File: config.mk
export PLATFORM = sky130hd
export DESIGN_NAME = node_burst_arbiter
export DESIGN_NICKNAME = d
export VERILOG_FILES = /design/src/rtl/node_burst_arbiter.sv
export SDC_FILE = /design/constraint.sdc
export NUM_CORES = 1
export LEC_CHECK = 0
export BUFFER_PORTS_ARGS = -buffer_cell sky130_fd_sc_hd__buf_4
export CAP_MARGIN = 25
export CORE_AREA = 2 2 317 319
export DETAILED_ROUTE_END_ITERATION = 10
export DIE_AREA = 0 0 319 321
export SLEW_MARGIN = 10
export SYNTH_ARGS = -nofsm -noshare
export SYNTH_HDL_FRONTEND = slang
export SYNTH_SLANG_ARGS = --single-unit
File: constraint.sdc
create_clock -name clk -period 1.7 [get_ports clk]
set_input_delay 0 -clock clk [delete_from_list [all_inputs] [get_ports clk]]
set_output_delay 0 -clock clk [all_outputs]
set_load 0.01 [all_outputs]
File: src/rtl/node_burst_arbiter.sv
// node_burst_arbiter
// Shares one small_buffer_ctrl line input between two line-stream requesters.
// A grant covers one whole node of (num_of_line_per_node_minusone + 1) accepted
// lines. During the node, the owner's data, valid and ready pass through
// combinationally. The other requester is stalled until the node completes.
//
// Ports:
//   clk, rst                       clock, asynchronous active-high reset
//   req{0,1}_data/_vld/_ready      requester line streams
//   req{0,1}_mode                  requester mode, latched at grant
//   num_of_line_per_node_minusone  node length minus one, latched at grant
//   interface_in/input_vld         line stream to the buffer controller
//   input_ready                    buffer controller ready
//   mode                           latched mode of the current owner
//   grant                          one-hot owner, 00 = none
//   busy                           node in progress
//   node_done                      one-cycle pulse after a node's last line
//   lines_left                     lines remaining minus one in the node
//
// Configuration:
//   NODE_ARB_FIXED_PRIO_EN  defined: requester 0 always wins ties.
//                           undefined (default): round-robin between nodes.
module node_burst_arbiter #(
    parameter int unsigned LINE_W = 256,
    parameter int unsigned CNT_W  = 11
) (
    input  logic              clk,
    input  logic              rst,
    input  logic [LINE_W-1:0] req0_data,
    input  logic              req0_vld,
    output logic              req0_ready,
    input  logic [1:0]        req0_mode,
    input  logic [LINE_W-1:0] req1_data,
    input  logic              req1_vld,
    output logic              req1_ready,
    input  logic [1:0]        req1_mode,
    input  logic [CNT_W-1:0]  num_of_line_per_node_minusone,
    output logic [LINE_W-1:0] interface_in,
    output logic              input_vld,
    input  logic              input_ready,
    output logic [1:0]        mode,
    output logic [1:0]        grant,
    output logic              busy,
    output logic              node_done,
    output logic [CNT_W-1:0]  lines_left
);

    typedef enum logic {
        S_IDLE  = 1'b0,
        S_BURST = 1'b1
    } state_t;

    state_t             r_state;
    logic [1:0]         r_grant;
    logic               r_busy;
    logic               r_node_done;
    logic [1:0]         r_mode;
    logic [CNT_W-1:0]   r_lines_left;

    logic               w_in_burst;
    logic               w_sel;
    logic               w_own_vld;
    logic               w_accept;
    logic               w_last_beat;
    logic               w_rr_ptr;
    logic               w_pick1;

    assign w_in_burst  = (r_state == S_BURST);
    assign w_sel       = r_grant[1];
    assign w_own_vld   = w_sel ? req1_vld : req0_vld;
    assign w_accept    = w_in_burst & w_own_vld & input_ready;
    assign w_last_beat = w_accept & (r_lines_left == '0);

`ifdef NODE_ARB_FIXED_PRIO_EN
    // Fixed priority: the pointer is constant, so requester 0 wins ties.
    assign w_rr_ptr = 1'b0;
`else
    logic r_rr_ptr;

    // Round-robin pointer: after a node, favour the requester that did not just finish.
    always_ff @(posedge clk or posedge rst) begin
        if (rst) begin
            r_rr_ptr <= 1'b0;
        end else if (w_last_beat) begin
            r_rr_ptr <= ~w_sel;
        end
    end

    assign w_rr_ptr = r_rr_ptr;
`endif

    // Requester 1 wins when it is alone, or when both request and the pointer favours it.
    assign w_pick1 = req1_vld & (~req0_vld | w_rr_ptr);

    // Node FSM: grant on any request in IDLE, count accepted beats in BURST.
    always_ff @(posedge clk or posedge rst) begin
        if (rst) begin
            r_state      <= S_IDLE;
            r_grant      <= 2'b00;
            r_busy       <= 1'b0;
            r_node_done  <= 1'b0;
            r_mode       <= 2'b00;
            r_lines_left <= '0;
        end else begin
            r_node_done <= 1'b0;
            case (r_state)
                S_IDLE: begin
                    if (req0_vld | req1_vld) begin
                        r_state      <= S_BURST;
                        r_busy       <= 1'b1;
                        r_grant      <= w_pick1 ? 2'b10 : 2'b01;
                        r_mode       <= w_pick1 ? req1_mode : req0_mode;
                        r_lines_left <= num_of_line_per_node_minusone;
                    end
                end
                S_BURST: begin
                    if (w_accept) begin
                        if (r_lines_left != '0) begin
                            r_lines_left <= r_lines_left - CNT_W'(1);
                        end else begin
                            r_state     <= S_IDLE;
                            r_busy      <= 1'b0;
                            r_grant     <= 2'b00;
                            r_node_done <= 1'b1;
                        end
                    end
                end
                default: begin
                    r_state <= S_IDLE;
                end
            endcase
        end
    end

    // Zero-latency pass-through for the owner; everything is quiet outside BURST.
    assign interface_in = w_in_burst ? (w_sel ? req1_data : req0_data) : '0;
    assign input_vld    = w_in_burst & w_own_vld;
    assign req0_ready   = w_in_burst & r_grant[0] & input_ready;
    assign req1_ready   = w_in_burst & r_grant[1] & input_ready;

    assign mode       = r_mode;
    assign grant      = r_grant;
    assign busy       = r_busy;
    assign node_done  = r_node_done;
    assign lines_left = r_lines_left;

endmodule

# After elaboration in Yosys (flattened, before gate mapping)
# Cells that the tools add are included.
# totals
regBits,19
inputBits,532
out_inout_bits,276
word_cells,54
# op_classes
addsub,1
eq_ne,4
muxes,24
bitwise,13
reduce_logical,5
# op_table
cell,n
$mux W256,2
$mux W11,3
$pmux W11 S2,1
$logic_not A11 Y1,1
$reduce_bool A11 Y1,1
$sub A11 B1 Y11 const B,1
$mux W1,10
$mux W2,5
$and A1 B1 Y1,8
$reduce_and A3 Y1,2
$ne A2 B1 Y1 const B,2
$ne A2 B2 Y1 const B,2
$pmux W1 S2,2
$pmux W2 S2,1
$not A1 Y1,3
$or A1 B1 Y1,2
$reduce_and A2 Y1,1

# Depth between registers and ports, before layout
# depth
ltp_word,6
mapped_depth,7
depth_no_buf,6

# Least setup slack after synthesis
# Ideal clock, no wire load.
# synth_timing
path_kind,register to register
from,"register r_lines_left[0], in the netlist lines_left[0]"
to,"register r_lines_left[3], in the netlist lines_left[3]"
t_arrival_ns,1.750
slack_ns,-0.176
path_stages_with_launch,8
n_path_buf,1
cell_sequence,dfrtp_1 > inv_1 > ha_1 > nor4b_1 > and3_1 > buf_2 > o21a_2 > a221o_1
# synth_between
elab_chain_len,4
# synth_lines
element,line,text
start: declaration,58,logic [CNT_W-1:0] r_lines_left;
start signal: assignment,113,r_lines_left <= num_of_line_per_node_minusone;
start signal: assignment,119,r_lines_left <= r_lines_left - CNT_W'(1);
$sub A11 B1 Y11,119,
$mux W11,118,if (r_lines_left != '0) begin
$mux W11,117,if (w_accept) begin
$pmux W11 S2,106,case (r_state)
# Several ways; a longest one is shown, not always the timed one. The select of a mux whose other input is x is not followed.
# A chain may end at the register's enable or synchronous reset.

# Worst setup path after layout
# layout_timing
from,"register r_grant[1], in the netlist grant[1]"
to,output interface_in[127]
# layout_between
elab_chain_len,2
# layout_lines
element,line,text
start: declaration,54,logic [1:0] r_grant;
start signal: assignment,111,r_grant <= w_pick1 ? 2'b10 : 2'b01;
$mux W256 (2 in a row),136,assign interface_in = w_in_burst ? (w_sel ? req1_data : req0_data) : '0;
end: declaration,38,"output logic [LINE_W-1:0] interface_in,"
# No other way between the ends.

==> impl_metrics.env <==
export IMPL_core_area_mm2=0.0993
export IMPL_netlist_top_cells_area="mux2i_1 (54%), nor2_1 (20%), dfrtp_1 (9.7%), buf_2 (2.6%), clkbuf_1 (1.8%)"
export IMPL_synth_ff_type="dfrtp_1"
export IMPL_async_flop_share_pct=100
export IMPL_routabilityCongestion=0.848
export IMPL_io_pins=808
export IMPL_overflow=0
export IMPL_drt_iter0_drc=460
export IMPL_grt_max_degree=37
export IMPL_rsz0062_at_grt="true"
export IMPL_min_to="lines_left[10]"
export IMPL_hold_viol_final=0
export IMPL_dp_cells=2789
export IMPL_cp_end_kind="output port"
export IMPL_worstSetupStartpointType="register"
export IMPL_drc=0
export IMPL_fmax_ghz=0.564
export IMPL_dieArea_mm2=0.102
export IMPL_dp_hpwl_um=65500
export IMPL_crit_type="reg -> out"
export IMPL_internal_power_mw=2.46
export IMPL_synth_area_mm2=0.00489
export IMPL_violations="setup timing"
export IMPL_seq_area_frac_synth_pct=9.73
export IMPL_track_usage_pct=13.0
export IMPL_synth_most_common_cell="mux2i_1"
export IMPL_syn_to_final_growth_pct=176
export IMPL_drtAntennaViolNets=0
export IMPL_antenna_found_initial=41
export IMPL_wl_per_cell_um=25.2
export IMPL_die_h_um=321
export IMPL_cap_viol_max_count=0
export IMPL_final_instance_count_excl_fill=2813
export IMPL_drt_wl_total_um=71000
export IMPL_sw_frac_of_total_pct=36.2
export IMPL_reg2reg_slack_ps=20
export IMPL_fin_util_pct=13.6
export IMPL_cts_root_buf="clkbuf_16"
export IMPL_synth_edf_count=0
export IMPL_finClkSkew_ps=1.49
export IMPL_hp_start="num_of_line_per_node_minusone[10]"
export IMPL_critPathMaxFanout=12
export IMPL_reg2reg_to="lines_left[4]"
export IMPL_cts_tree="yes"
export IMPL_numCtsBuffers=3
export IMPL_io_buffers=807
export IMPL_clockBufferDepth=2
export IMPL_final_nets=2041
export IMPL_detail_route_vias_per_cell=3.09
export IMPL_power_share_clock_pct=13.0
export IMPL_status="finished, violations left"
export IMPL_vias=8679
export IMPL_cp_required_ps=1700
export IMPL_worstRegToRegCells=5
export IMPL_start_util_pct=4.92
export IMPL_synth_area_per_cell_um2=7.06
export IMPL_yosysWarnings=0
export IMPL_final_setup_viol_count=46
export IMPL_power_switching_mw=1.40
export IMPL_std_cell_rows=116
export IMPL_holdPathStages=3
export IMPL_p_per_area_mw_per_mm2=286
export IMPL_comb_power_share_pct=72.3
export IMPL_peakVddDrop_mv=0.243
export IMPL_drive_gt1_share_pct=60.9
export IMPL_grt_pass1_vias=8223
export IMPL_tightest_slew_ps=607
export IMPL_p_leak_nw=8.01
export IMPL_synth_common_cells="mux2i_1 (264), nor2_1 (263), buf_2 (25), clkbuf_1 (24), dfrtp_1 (19)"
export IMPL_die_w_um=319
export IMPL_synth_seq_cells=19
export IMPL_cp_arrival_ps=1770
export IMPL_slew_headroom_pct=59.5
export IMPL_final_max_slew_violation_count=0
export IMPL_synth_cell_type_count=40
export IMPL_min_period_over_period_pct=104
export IMPL_insertion_delay_ps=250
export IMPL_p_seq_share_pct=14.7
export IMPL_fin_ws_ps=-72.7
export IMPL_htreeDepth=1
export IMPL_post_route_min_period_ps=1770
export IMPL_clkSinkCount=19
export IMPL_synth_top_area_share_pct=54.1
export IMPL_clk_pin_slew_ps=60
export IMPL_p_total_mw=3.86
export IMPL_drtPass1Iterations=5
export IMPL_rr_startpoint="lines_left[0]"
export IMPL_yosys_area_top_type="mux2i_1"
export IMPL_grt_pass1_wl_um=87100
export IMPL_dp_slack_ps=-17.1
export IMPL_syn_num_nets=1225
export IMPL_holdCritPathClass="in -> reg"
export IMPL_syn_inst=692
per-stage QoR:
stage | TNS [ps] | cell area (µm²) | hold WS, ps
6_report | -1180 | 13500 | 8.76
5_1_grt | -4650 | 13500 | 23.1
4_1_cts | -1150 | 13200 | 10.5
3_5_place_dp | -17.1 | 12900 | 0.125
3_3_place_gp | -10.6 | 12900 | -8.17
2_1_floorplan | -8.78 | 4930 | -48.9
how the worst max path moves through the flow:
stage                             start                end  slack [ps]
after floorplan           lines_left[0]      lines_left[3]          -9
after global placement    lines_left[1]            r_state         -10
after detailed placement       grant[1]  interface_in[232]         -20
after CTS                      grant[1]  interface_in[228]         -70
after global routing           grant[1]  interface_in[196]        -110
final                          grant[1]  interface_in[127]         -70
flip-flops by register name, summed over array words and instances, names as in the netlist:
register	cells
lines_left	11
r_state	1
node_done	1
r_rr_ptr	1
grant	2
mode	2
busy	1
per-layer routing:
metal / GRT usage, % / vias up / routed length, µm
met5: 0 / - / 74
met4: 0.964 / 14 / 1080
met3: 3.80 / 90 / 6010
met2: 20.8 / 586 / 31600
met1: 17.8 / 3959 / 32200
li1: - / 4030 / -
worst max-delay path, stage by stage, from the launching register on:
cell	delay (ps)
dfrtp_4	540
buf_12	180
buf_16	200
buf_12	150
mux2i_1	110
nor2_1	140
buf_4	140
kinds of logic (layout without fill, tap and decap cells):
kind of cell	count (synthesis)	after routing	synth area share (%)
adder cells (fa/ha/maj)	1	1	0.256
multiplexers	265	265	54.3
other	0	8	0
AO/OA/AOI/OAI	40	40	5.27
flip-flops	19	19	9.73
buffers and inverters	69	884	6.02
AND/OR/NAND/NOR	298	298	24.4
final cells by class:
cell class | count | area [µm²]
Fill cell | 11500 | 85800
Timing Repair Buffer | 874 | 6890
Clock buffer | 4 | 78.8
Inverter | 6 | 30.0
Multi-Input combinational cell | 604 | 4380
Tap cell | 1298 | 1620
Antenna cell | 8 | 20.0
Sequential cell | 19 | 479
cell usage in the layout, fill, tap and decap left out, drive strengths merged:
cell / n
buf: 868
mux2i: 264
nor2: 263
dfrtp: 19
o21ai: 14
nand2: 11
a21oi: 9
diode: 8
clkbuf: 6
inv: 6
and3: 5
nor3: 5
or4: 3
nor4: 3
nor3b: 2
a31oi: 2
a221o: 2
a311o: 2
o211ai: 2
bufbuf: 2
dlygate4sd3: 2
nand3: 2
o21a: 2
o21bai: 1
mux2: 1
o21ba: 1
and2: 1
nor4b: 1
a21o: 1
or3b: 1
nand4b: 1
a22oi: 1
o32ai: 1
o31a: 1
o311ai: 1
ha: 1
timing repair:
item / in CTS / in global routing
buffers inserted: 2 / 3
endpoints found under the hold margin: 8 / 0
cloned: 3 / 2
endpoints found under the setup margin: 132 / 220
pin swaps: 0 / 3
hold buffers: 2 / 0
resized for setup: 28 / 41
power by group through the flow:
stage	clock (mW)	sequential, mW	combinational (mW)
6_report	0.502	0.568	2.79
5_1_grt	0.526	0.576	3.04
4_1_cts	0.508	0.566	2.78
3_5_place_dp	0	0.574	2.74
3_3_place_gp	0	0.573	2.72
2_1_floorplan	0	0.590	0.748
No activity file was read; power rests on OpenSTA's default activity.
